`src/rtl/cpu_types_pkg.sv`:
```
// Shared CPU types plus the ALU BIST constants, state encoding and MISR step.
package cpu_types_pkg;

   typedef logic [31:0] word_t;

   typedef enum logic [3:0] {
      ALU_ADD  = 4'd0,
      ALU_SUB  = 4'd1,
      ALU_AND  = 4'd2,
      ALU_OR   = 4'd3,
      ALU_XOR  = 4'd4,
      ALU_NOR  = 4'd5,
      ALU_SLL  = 4'd6,
      ALU_SRL  = 4'd7,
      ALU_SLT  = 4'd8,
      ALU_SLTU = 4'd9
   } aluop_t;

   localparam word_t BIST_LFSR_POLY = 32'h80200003;
   localparam word_t BIST_MISR_POLY = 32'h04C11DB7;

   typedef enum logic [2:0] {
      BIST_IDLE,
      BIST_SEED,
      BIST_DRIVE,
      BIST_CAPTURE,
      BIST_DONE
   } bist_state_t;

   // One MISR compaction step: CRC-32 style shift, then fold in result and flags.
   function automatic word_t misr_step(input word_t sig, input word_t data,
                                       input logic [2:0] flags);
      return {sig[30:0], 1'b0} ^ (sig[31] ? BIST_MISR_POLY : '0) ^ data ^ {29'b0, flags};
   endfunction

endpackage

```
`src/rtl/alu_if.sv`:
```
// Connection bundle between an ALU and whatever drives it (here the BIST).
interface alu_if;
   import cpu_types_pkg::*;

   aluop_t aluop;
   word_t  porta;
   word_t  portb;
   word_t  portout;
   logic   negative;
   logic   overflow;
   logic   zero;

   modport tb  (output aluop, porta, portb, input portout, negative, overflow, zero);
   modport alu (input aluop, porta, portb, output portout, negative, overflow, zero);
endinterface

```
`src/rtl/bist_lfsr32.sv`:
```
// 32-bit right-shifting Galois LFSR with synchronous seed load and step enable.
module bist_lfsr32 #(
   parameter logic [31:0] POLY = 32'h80200003,
   parameter logic [31:0] SEED = 32'hACE12345
) (
   input  logic        i_clk,
   input  logic        i_rst,
   input  logic        i_load,
   input  logic        i_step,
   output logic [31:0] o_state
);

   logic [31:0] r_state;

   always_ff @(posedge i_clk or posedge i_rst) begin
      if (i_rst) begin
         r_state <= '0;
      end else if (i_load) begin
         r_state <= SEED;
      end else if (i_step) begin
         r_state <= (r_state >> 1) ^ (r_state[0] ? POLY : 32'h0);
      end
   end

   assign o_state = r_state;

endmodule

```
`src/rtl/alu_bist.sv`:
```
// ALU built-in self test: LFSR operands per op/vector, MISR compaction of the ALU
// result and flags, final comparison against a golden signature.
module alu_bist
   import cpu_types_pkg::*;
#(
   parameter int    NVEC = 16,
   parameter int    NOPS = 10,
   parameter word_t SEED = 32'hACE12345
) (
   input  logic        CLK,
   input  logic        RST,
   input  logic        start,
   input  word_t       golden_sig,
   output logic        busy,
   output logic        done,
   output logic        pass,
   output word_t       signature,
   output bist_state_t dbg_state,
   alu_if.tb           aluif
);

   // start is a level, looked at only in IDLE/DONE; while busy it is ignored entirely.
   bist_state_t r_state, w_state_nxt;
   logic [4:0]  r_op;
   logic [8:0]  r_vec;
   word_t       r_sig, w_sig_nxt;
   logic        r_pass;
   aluop_t      r_aluop;
   word_t       r_porta, r_portb;
   word_t       w_lfsr;
   logic        w_lfsr_load, w_lfsr_step;
   logic        w_last_vec, w_last_op;

   bist_lfsr32 #(
      .POLY (BIST_LFSR_POLY),
      .SEED (SEED)
   ) u_lfsr (
      .i_clk   (CLK),
      .i_rst   (RST),
      .i_load  (w_lfsr_load),
      .i_step  (w_lfsr_step),
      .o_state (w_lfsr)
   );

   assign w_last_vec = (r_vec == 9'(NVEC - 1));
   assign w_last_op  = (r_op == 5'(NOPS - 1));
   assign w_sig_nxt  = misr_step(r_sig, aluif.portout,
                                 {aluif.negative, aluif.overflow, aluif.zero});

   always_comb begin
      w_state_nxt = r_state;
      w_lfsr_load = 1'b0;
      w_lfsr_step = 1'b0;
      case (r_state)
         BIST_IDLE, BIST_DONE: if (start) w_state_nxt = BIST_SEED;
         BIST_SEED: begin
            w_lfsr_load = 1'b1;
            w_state_nxt = BIST_DRIVE;
         end
         BIST_DRIVE: begin
            w_lfsr_step = 1'b1;
            w_state_nxt = BIST_CAPTURE;
         end
         BIST_CAPTURE: w_state_nxt = (w_last_vec && w_last_op) ? BIST_DONE : BIST_DRIVE;
         default: w_state_nxt = BIST_IDLE;
      endcase
   end

   always_ff @(posedge CLK or posedge RST) begin
      if (RST) r_state <= BIST_IDLE;
      else     r_state <= w_state_nxt;
   end

   always_ff @(posedge CLK or posedge RST) begin
      if (RST) begin
         r_op    <= '0;
         r_vec   <= '0;
         r_sig   <= '0;
         r_pass  <= 1'b0;
         r_aluop <= ALU_ADD;
         r_porta <= '0;
         r_portb <= '0;
      end else begin
         case (r_state)
            // pass drops as soon as a new run is accepted, not one cycle later
            BIST_IDLE, BIST_DONE: if (start) r_pass <= 1'b0;
            BIST_SEED: begin
               r_sig  <= '0;
               r_op   <= '0;
               r_vec  <= '0;
               r_pass <= 1'b0;
            end
            BIST_DRIVE: begin
               r_aluop <= aluop_t'(r_op[3:0]);
               r_porta <= w_lfsr;
               r_portb <= {w_lfsr[15:0], w_lfsr[31:16]};
            end
            BIST_CAPTURE: begin
               r_sig <= w_sig_nxt;
               if (w_last_vec) begin
                  r_vec <= '0;
                  r_op  <= r_op + 5'd1;
               end else begin
                  r_vec <= r_vec + 9'd1;
               end
               if (w_last_vec && w_last_op) r_pass <= (w_sig_nxt == golden_sig);
            end
            default: ;
         endcase
      end
   end

   assign aluif.aluop = r_aluop;
   assign aluif.porta = r_porta;
   assign aluif.portb = r_portb;

   assign busy      = (r_state == BIST_SEED) || (r_state == BIST_DRIVE) ||
                      (r_state == BIST_CAPTURE);
   assign done      = (r_state == BIST_DONE);
   assign pass      = r_pass;
   assign signature = r_sig;
   assign dbg_state = r_state;

endmodule

```
`src/flat_wrapper.sv`:
```
// flat-port wrapper written by rule: the top's interface ports become plain ports
module alu_bist_flat import cpu_types_pkg::*;
#(
   parameter int    NVEC = 16,
   parameter int    NOPS = 10,
   parameter word_t SEED = 32'hACE12345
)
  (CLK, RST, start, golden_sig, busy, done, pass, signature, dbg_state, aluif_aluop, aluif_porta, aluif_portb, aluif_portout, aluif_negative, aluif_overflow, aluif_zero);
  alu_if aluif_i ();
  input  logic CLK;
  input  logic RST;
  input  logic start;
  input  word_t golden_sig;
  output logic busy;
  output logic done;
  output logic pass;
  output word_t signature;
  output bist_state_t dbg_state;
  output wire logic [$bits(aluif_i.aluop)-1:0] aluif_aluop;
  output wire logic [$bits(aluif_i.porta)-1:0] aluif_porta;
  output wire logic [$bits(aluif_i.portb)-1:0] aluif_portb;
  input wire logic [$bits(aluif_i.portout)-1:0] aluif_portout;
  input wire logic [$bits(aluif_i.negative)-1:0] aluif_negative;
  input wire logic [$bits(aluif_i.overflow)-1:0] aluif_overflow;
  input wire logic [$bits(aluif_i.zero)-1:0] aluif_zero;
  assign aluif_aluop = aluif_i.aluop;
  assign aluif_porta = aluif_i.porta;
  assign aluif_portb = aluif_i.portb;
  assign aluif_i.portout = aluif_portout;
  assign aluif_i.negative = aluif_negative;
  assign aluif_i.overflow = aluif_overflow;
  assign aluif_i.zero = aluif_zero;
  alu_bist #(.NVEC(NVEC), .NOPS(NOPS), .SEED(SEED)) u_core (.CLK(CLK), .RST(RST), .start(start), .golden_sig(golden_sig), .busy(busy), .done(done), .pass(pass), .signature(signature), .dbg_state(dbg_state), .aluif(aluif_i));
endmodule
```
`config.mk`:
```
export PLATFORM = sky130hd
export DESIGN_NAME = alu_bist_flat
export DESIGN_NICKNAME = d
export VERILOG_FILES = /design/src/rtl/cpu_types_pkg.sv /design/src/rtl/alu_if.sv /design/src/rtl/bist_lfsr32.sv /design/src/rtl/alu_bist.sv /design/src/flat_wrapper.sv
export SDC_FILE = /design/constraint.sdc
export NUM_CORES = 1
export LEC_CHECK = 0
export CAP_MARGIN = 10
export CORE_ASPECT_RATIO = 1.2
export CORE_UTILIZATION = 48
export CTS_CLUSTER_DIAMETER = 150
export DETAILED_ROUTE_END_ITERATION = 16
export HOLD_SLACK_MARGIN = 0.12
export PLACE_DENSITY = 0.84
export SYNTH_ARGS = -nofsm -noshare
export SYNTH_HDL_FRONTEND = slang
export SYNTH_HIERARCHICAL = 1
export SYNTH_SLANG_ARGS = --single-unit
```
`constraint.sdc`:
```
create_clock -name CLK -period 3.1 [get_ports CLK]
set_clock_uncertainty 0.05 [all_clocks]
set_input_delay 0.62 -clock CLK [delete_from_list [all_inputs] [get_ports CLK]]
set_output_delay 0.62 -clock CLK [all_outputs]
set_load 0.03 [all_outputs]
```
After elaboration in Yosys (flattened, before gate mapping)
Cells that the tools add are included.
{ "op_classes": {"n_addsub": 2, "eq_ne": 10, "n_mux": 17, "n_bitwise": 4, "reduce_logical": 10} }
{ "op_table": {"columns": ["op", "n"], "rows": [
  ["$mux W32", 3],
  ["$pmux W32 S2", 1],
  ["$xor A32 B32 Y32", 2],
  ["$eq A32 B32 Y1", 1],
  ["$xor A31 B32 Y32", 1],
  ["$xor A32 B3 Y32", 1],
  ["$mux W27", 1],
  ["$pmux W9 S2", 1],
  ["$pmux W3 S4", 1],
  ["$pmux W5 S2", 1],
  ["$add A9 B1 Y9 const B", 1],
  ["$eq A9 B4 Y1 const B", 1],
  ["$mux W9", 1],
  ["$eq A3 B2 Y1 const B", 2],
  ["$mux W3", 2],
  ["$add A5 B1 Y5 const B", 1],
  ["$eq A5 B4 Y1 const B", 1],
  ["$mux W5", 1],
  ["$mux W1", 4],
  ["$ne A2 B1 Y1 const B", 2],
  ["$reduce_bool A2 Y1", 2],
  ["$eq A3 B1 Y1 const B", 1],
  ["$eq A3 B3 Y1 const B", 1],
  ["$logic_not A3 Y1", 1],
  ["8 further kinds", 9]
]} }
{ "totals": {"ff_bits": 150, "input_bits": 70, "output_inout_bits": 106, "wordCells": 52} }

Longest topological paths before layout
Gate-level depths: netlist (run 1).
{ "logic_depth": {"word_depth": 7, "ltp_mapped": 8, "depth_no_buf": 7} }

Modules after synthesis
The synthesis (run 1) kept the hierarchy.
{ "modules_own_cells": {"columns": ["module", "instances", "cells_each", "area_each_um2", "seq_area_each_um2"], "rows": [
  ["alu_bist", 1, 430, 4593.2, 2152.1],
  ["bist_lfsr32", 1, 108, 1353.8, 800.8]
]} }

Least setup slack after synthesis (run 1)
OpenSTA, ideal clock, no wires.
{ "synth_timing": {"path_type": "register to register", "startpoint": "register u_core.r_state[2] (netlist: u_core/dbg_state[2])", "endpoint": "register u_core.u_lfsr.r_state[13] (netlist: u_core/u_lfsr/o_state[13])", "setup_time_ps": 134, "t_arrival_ps": 2129, "required_time_ps": 2916, "path_slack_ps": 787, "stages_incl_launch_ff": 9, "path_buffers": 3, "synth_period_minus_slack_ps": 2313, "cell_sequence": "dfrtp_1 > inv_1 > nand2_1 > nor2_1 > clkbuf_1 > buf_6 > buf_6 > mux2i_1 > nand2_1"} }
{ "synth_via": {"elab_chain_len": 3, "word_cells_on_any_way": 6, "cone_classes": "eq/ne: 2; mux: 3; reduce/logical: 1"} }
{ "synth_lines": {"columns": ["item", "line", "rtl"], "rows": [
  ["from (decl)", "alu_bist.sv:23", "bist_state_t r_state, w_state_nxt;"],
  ["from (signal assigned)", "alu_bist.sv:71", "else r_state <= w_state_nxt;"],
  ["$eq A3 B2 Y1", "alu_bist.sv:54", "case (r_state)"],
  ["$mux W1", "alu_bist.sv:54", null],
  ["named net u_core.w_lfsr_step", "alu_bist.sv:31", "logic w_lfsr_load, w_lfsr_step;"],
  ["$reduce_bool A2 Y1 (no line)", null, null],
  ["to (signal assigned)", "bist_lfsr32.sv:21", "r_state <= (r_state >> 1) ^ (r_state[0] ? POLY : 32'h0);"],
  ["to (decl)", "bist_lfsr32.sv:13", "logic [31:0] r_state;"]
]} }
The timed path passes the listed nets, and every way through them passes these cells.
A chain may end at the register's enable or synchronous reset.

Worst setup path in the final report (run 1)
{ "layout_timing": {"startpoint": "register u_core.r_state[1] (netlist: u_core/dbg_state[1])", "endpoint": "output port done"} }
{ "layout_via": {"elab_chain_len": 1} }
{ "layout_lines": {"columns": ["item", "line", "rtl"], "rows": [
  ["$eq A3 B3 Y1", "alu_bist.sv:119", "assign done = (r_state == BIST_DONE);"],
  ["to (decl)", "flat_wrapper.sv:15", "output logic done;"]
]} }
No other way between the ends.

==> results of run 1 <==
[cells by family (layout without fill, tap and decap cells)]
kind of cell | Yosys count | count (layout)
AOI/OAI and AO/OA | 59 | 59
xor gates and xnor gates | 90 | 90
adders and majority gates | 3 | 3
buffers and inverters | 63 | 224
DFF | 118 | 118
muxes | 67 | 67
and+or+nand+nor | 138 | 138
[worst max path at each step]
stage	end	slack (ns)	cells after the start	from
final	done	0.44	2	u_core/dbg_state[1]
after global routing	done	0.34	2	u_core/dbg_state[1]
after CTS	done	0.43	2	u_core/dbg_state[1]
after detailed placement	u_core/pass	0.64	7	aluif_portout[4]
after global placement	u_core/pass	0.68	7	aluif_portout[4]
after floorplan	u_core/aluif.aluop[0]	0.21	1	RST
[power by group]
part / internal [W] / total, W / switching (W)
clock: 0.00154 / 0.00226 / 0.000723
sequential: 0.00176 / 0.00203 / 0.000272
combinational: 0.00100 / 0.00226 / 0.00126
total: 0.00430 / 0.00655 / 0.00225
[flip-flops by register name (all words and copies together) (netlist names)]
| name | count |
|---|---|
| u_core/signature | 32 |
| u_core/u_lfsr/o_state | 32 |
| u_core/aluif.porta | 31 |
| u_core/r_vec | 9 |
| u_core/r_op | 5 |
| u_core/aluif.aluop | 4 |
| u_core/dbg_state | 3 |
| u_core/aluif.portb | 1 |
| u_core/pass | 1 |
[per-layer routing]
metal / global-route usage, % / vias to the layer above / wire [microns]
met5: 0 / - / 0
met4: 10.5 / 0 / 363
met3: 8.16 / 27 / 1100
met2: 42.3 / 196 / 7570
met1: 25.9 / 2188 / 5530
li1: - / 2089 / -
[stage by stage]
step           worst slack, ns  utilization [%]  std cells  instance area (sq um)  hold slack (ns)
2_1_floorplan            0.208                -        538                   5950            0.416
3_3_place_gp             0.680             62.9        828                   7620            0.430
3_5_place_dp             0.644             62.9        828                   7620            0.444
4_1_cts                  0.427             68.6        860                   8300            0.456
5_1_grt                  0.340             68.6        860                   8300            0.480
6_report                 0.444             68.6        860                   8300            0.455
[final cells by class]
cell class	instances	area, sq um
clock buffer	18	439
clock inverter	14	245
fill	884	3810
inverter	7	27.5
multi-input combinational	357	2580
sequential	118	2950
tap	161	201
timing repair buffer	185	1850
[cells in the final DEF (no fill, tap or decap), drive strengths merged, types with 4 or more instances in the layout]
| master | instances |
|---|---|
| a21oi | 9 |
| a22o | 4 |
| buf | 10 |
| bufinv | 6 |
| clkbuf | 18 |
| clkdlybuf4s50 | 175 |
| clkinv | 5 |
| dfrtp | 118 |
| inv | 9 |
| mux2 | 36 |
| mux2i | 31 |
| nand2 | 55 |
| nand3 | 4 |
| nand3b | 5 |
| nand4 | 10 |
| nor2 | 37 |
| nor3 | 6 |
| o21ai | 31 |
| or3 | 4 |
| xnor2 | 51 |
| xor2 | 38 |
[worst reg2reg max path: stages (launching register included)]
cell	delay, ns
dfrtp_1	0.41
or4_1	0.55
or3_1	0.38
a21oi_2	0.47
nand4_1	0.18
xor2_1	0.19
nor2_1	0.07
==> reports/qor.csv, run 1 <==
stage,metric,value,unit
status,status,"complete, no violations",
detailed_routing,antenna_left,0,
synth,synth_seq_cells,118,
die,rows,44,
detailed_routing,wl,14600,microns
die,io_pins,176,
power_and_ir_drop,p_leak,3.77,nW
synth,syn_inst,538,
die,core_area,12100,sq um
critical_path,cp-start-kind,flop,
clock_network,clk_path_buf_depth,2,
clock_network,clk_latency,0.41,ns
die,die_area,12800,sq um
min_path,hold_depth,2,
clock_network,root_buffer,clkbuf_16,
critical_path,path_buf_inv,1,
clock_network,postCtsSetupRepairBufs,0,
synth,yosysTopAreaCellShare,49.7,%
clock_network,cts_resized,0,
detailed_routing,num_vias,4500,
synth,avgSynthCellArea,11.1,sq um
synth,synth_top_cell_by_area,dfrtp_1,
synth,synth_flop_cell,dfrtp_1,
critical_path,critPathCaptureType,output port,
grt,track_usage,23.8,%
layout,antenna_cells,0,
synth,synth_area_leaders,"dfrtp_1, xnor2_1, mux2_2",
sta,finalCritPeriodShare,85.7,%
clock_network,cts_hold_buffers,0,
clock_network,cts_tree,done,
power_and_ir_drop,ir_drop,0.609,mV
grt,grt-ovfl-total,0,
synth,yosysWarnings,6,
placed_design,numPortBuffers,175,
synth,synthAdderAreaFrac,0.631,%
sta,period_needed,2.66,ns
min_path,worstHoldEndpoint,u_core/r_vec[1],
synth,synth_edf_count,0,
layout,drive_gt1_share,12.6,%
critical_path,crit_type,reg -> out,
critical_path,reg2reg_to,u_core/r_op[4],
sta,timing_hold_violations_final,0,
clock_network,cts_buffers,17,
layout,design.final.nets,759,
critical_path,crit_arrival,1.99,ns
sta,finalSetupTns,0,ns
sta,clock.fmax,377,MHz
grt,antenna_found_initial,0,
synth,netlist_top_cells_count,"dfrtp_1, nand2_1, xnor2_1, xor2_1, mux2_2",
synth,yosys.area_share.simple,11.2,%
run,maxCapViolations,0,
die,start_util,49.1,%
layout,syn2layout_area_growth,39.6,%
grt,grt_pass1_vias,4576,
clock_network,clk_pin_slew,0.06,ns
grt,grt_max_degree,72,
critical_path,reg2reg_depth,6,
clock_network,htreeDepth,4,
synth,synth-xor-area-share,13.5,%
synth,syn-cell-area,5950,sq um
critical_path,crit_fanout,13,
sta,slew_violations,0,
sta,setup_viol,0,
sta,grt_setup_unrepaired,false,
min_path,min_path_type,reg -> reg,
placed_design,gp_congestion,0.864,
critical_path,cp_data_required_time,2.43,ns
sta,worst_pin_slew,0.655,ns
synth,synth-compound-area-share,5.93,%
synth,synth_cell_types,49,
critical_path,path_cells,"nor3_1, clkdlybuf4s50_1",
detailed_routing,drt_iter0_drc,228,
min_path,min_from,u_core/r_vec[1],
synth,synth_mux_area_share,12.0,%
synth,synth-seq-area-share,49.7,%
detailed_routing,wl_per_cell,16.9,microns
critical_path,max_stage_delay,0.75,ns
synth,yosysMostFrequentCell,dfrtp_1,
synth,async_reset_ff_share,100,%
power_and_ir_drop,finalPower,0.00655,W
sta,slew_headroom,56.2,%
critical_path,r2r_slack,0.67,ns
power_and_ir_drop,cellPowerDensity,789,nW/um^2
detailed_routing,viasPerCell,5.23,
clock_network,cts_num_sinks,118,
synth,synth_top_family_by_area,XOR/XNOR gates,
critical_path,crit_family,buffers and inverters,
die,die_w,104,microns
synth,syn_nets,611,
detailed_routing,drc,0,
critical_path,slowest_stage,clkdlybuf4s50_1,
placed_design,dp_hpwl,10500,microns
grt,grt_pass1_wl,23300,microns
die,die_h,124,microns
critical_path,reg2reg_from,u_core/r_vec[5],
detailed_routing,dr.pass1.iters,4,
(Power assumes the default switching activity.)
==> run 2: changes to the inputs <==
CORE_UTILIZATION = 64   (was 48)
DONT_BUFFER_PORTS = 1   (was default)
PLACE_DENSITY = 0.83   (was 0.84)
SLEW_MARGIN = 15   (was default)
==> run 2 against run 1 <==
Effect of this change: count of clock-buffer cells in the layout increased by 2; sequential share of layout area increased by 10 points; utilization increased by 2.5 points; die area decreased by 25%; clock power decreased by 18%; first-iteration DRC count decreased by 28%; final cell count decreased by 25%; register-to-register slack improved by 0.02 ns; flip-flop and latch count unchanged; critical path type unchanged; largest cell class unchanged; highest routed layer unchanged.
==> reports/qor.csv, run 2 (synthesis results as in run 1) <==
stage,metric,value,unit,change
clock_network,postCtsSetupRepairBufs,0,,unchanged
status,status,"complete, no violations",,unchanged
critical_path,crit_type,reg -> out,,unchanged
sta,timing_hold_violations_final,0,,unchanged
detailed_routing,num_vias,3881,,was 4500
layout,final_cell_mix,"dfrtp_1, nand2_1, xnor2_1, xor2_1, mux2_2",,"was clkdlybuf4s50_1, dfrtp_1, nand2_1, xnor2_1, xor2_1"
critical_path,crit_arrival,1.83,ns,was 1.99 ns
clock_network,cts_tree,done,,unchanged
sta,period_needed,2.50,ns,was 2.66 ns
min_path,min_path_type,in -> reg,,was reg -> reg
grt,antenna_found_initial,0,,unchanged
power_and_ir_drop,pwr-share-seq,44.5,%,was 31.0%
run,maxCapViolations,0,,unchanged
sta,finalSetupTns,0,ns,unchanged
die,die_area,9680,sq um,was 12800 sq um
layout,design_area,6410,sq um,was 8300 sq um
power_and_ir_drop,netSwitchingPower,0.00207,W,was 0.00225 W
layout,syn2layout_area_growth,7.87,%,was 39.6%
sta,slew_headroom,55.4,%,was 56.2%
sta,worst_pin_slew,0.667,ns,was 0.655 ns
die,io_pins,176,,unchanged
clock_network,cts_resized,0,,unchanged
critical_path,reg2reg_from,u_core/signature[31],,was u_core/r_vec[5]
placed_design,gp_congestion,0.865,,was 0.864
min_path,hold_depth,2,,unchanged
critical_path,cp_data_required_time,2.43,ns,about the same
power_and_ir_drop,swShare,37.4,%,was 34.4%
grt,grt-ovfl-total,0,,unchanged
layout,drive_gt1_share,16.5,%,was 12.6%
placed_design,place_ws,0.706,ns,was 0.644 ns
die,die_h,108,microns,was 124 microns
clock_network,clk_pin_slew,0.06,ns,about the same
clock_network,cts_hold_buffers,1,,was 0
die,core_area,9030,sq um,was 12100 sq um
detailed_routing,drc,0,,unchanged
min_path,worstHoldEndpoint,u_core/dbg_state[0],,was u_core/r_vec[1]
placed_design,numPortBuffers,0,,was 175
power_and_ir_drop,internal_power,0.00348,W,was 0.00430 W
detailed_routing,wl,12700,microns,was 14600 microns
sta,finalCritPeriodShare,80.5,%,was 85.7%
clock_network,cts_buffers,17,,unchanged
layout,final_common_cell,dfrtp_1,,was clkdlybuf4s50_1
grt,grt_pass1_wl,20600,microns,was 23300 microns
critical_path,reg2reg_to,u_core/pass,,was u_core/r_op[4]
power_and_ir_drop,p_leak,3.05,nW,was 3.77 nW
critical_path,startpoint,u_core/dbg_state[1],,unchanged
sta,grt_setup_unrepaired,false,,unchanged
detailed_routing,viasPerCell,6.00,,was 5.23
power_and_ir_drop,cellPowerDensity,865,nW/um^2,was 789 nW/um^2
critical_path,cp-start-kind,flop,,unchanged
layout,design.final.nets,587,,was 759
detailed_routing,dr.pass1.iters,4,,unchanged
critical_path,r2r_slack,0.69,ns,was 0.67 ns
sta,fin_ws,0.603,ns,was 0.444 ns
sta,setup_viol,0,,unchanged
clock_network,root_buffer,clkbuf_8,,was clkbuf_16
layout,final_util,71.0,%,was 68.6%
critical_path,crit_fanout,13,,unchanged
power_and_ir_drop,ir_drop,0.710,mV,was 0.609 mV
detailed_routing,antenna_left,0,,unchanged
grt,track_usage,27.9,%,was 23.8%
sta,clock.fmax,401,MHz,was 377 MHz
placed_design,dp_hpwl,8560,microns,was 10500 microns
critical_path,critPathCaptureType,output port,,unchanged
detailed_routing,wl_per_cell,19.6,microns,was 16.9 microns
grt,grt_pass1_vias,4108,,was 4576
placed_design,place_area,5840,sq um,was 7620 sq um
power_and_ir_drop,power.share.clock,33.4,%,was 34.5%
die,die_w,90.0,microns,was 104 microns
clock_network,cts_num_sinks,118,,unchanged
grt,grt_max_degree,52,,was 72
die,rows,38,,was 44
power_and_ir_drop,combinationalPowerShare,22.1,%,was 34.5%
detailed_routing,drt_iter0_drc,164,,was 228
layout,antenna_cells,0,,unchanged
clock_network,clk_latency,0.51,ns,was 0.41 ns
critical_path,reg2reg_depth,7,,was 6
clock_network,htreeDepth,4,,unchanged
die,start_util,65.8,%,was 49.1%
min_path,min_from,start,,was u_core/r_vec[1]
sta,slew_violations,0,,unchanged
clock_network,clk_path_buf_depth,2,,unchanged
==> run 2: worst max-delay path by stage <==
stage	end	slack, ns
4_1_cts	busy	0.58
2_1_floorplan	u_core/aluif.aluop[0]	0.21
5_1_grt	busy	0.50
6_report	busy	0.60
3_3_place_gp	u_core/aluif.porta[13]	0.80
3_5_place_dp	u_core/pass	0.71
==> run 2: critical path: stages, from the launching register on <==
cell     delay, ns
dfrtp_1       0.75
nor2_1        0.12
nor2_1        0.45
==> run 2: routing by layer <==
layer | part of all wire, % | vias up | wire (microns) | global-route usage, %
li1 | - | 1738 | - | -
met1 | 38 | 1949 | 4800 | 31.3
met2 | 54 | 175 | 6850 | 49.4
met3 | 6.8 | 19 | 863 | 8.90
met4 | 1.3 | 0 | 163 | 11.5
met5 | 0 | - | 0 | 0
==> run 2: area by class of cell <==
type | instances | area [sq um]
flip-flops and latches | 118 | 2950
fillers | 628 | 2620
multi-input cells | 357 | 2580
clock buffers | 20 | 435
well taps | 120 | 150
repair buffers | 13 | 138
clock inverters | 12 | 129
inverters | 7 | 27.5
==> run 2: through the flow <==
stage | total power (W) | std cells | hold slack [ns]
final | 0.00555 | 647 | 0.216
after global routing | 0.00582 | 647 | 0.192
after CTS | 0.00557 | 647 | 0.186
after detailed placement | 0.00369 | 614 | 0.452
after global placement | 0.00364 | 614 | 0.435
after floorplan | 0.00341 | 538 | 0.416
==> run 2: power by group through the flow <==
stage | registers, W | clock network (W) | logic, W
floorplan | 0.00240 | 0 | 0.00101
global placement | 0.00248 | 0 | 0.00116
detailed placement | 0.00249 | 0 | 0.00120
CTS | 0.00247 | 0.00188 | 0.00122
global route | 0.00251 | 0.00196 | 0.00135
finish | 0.00247 | 0.00185 | 0.00123
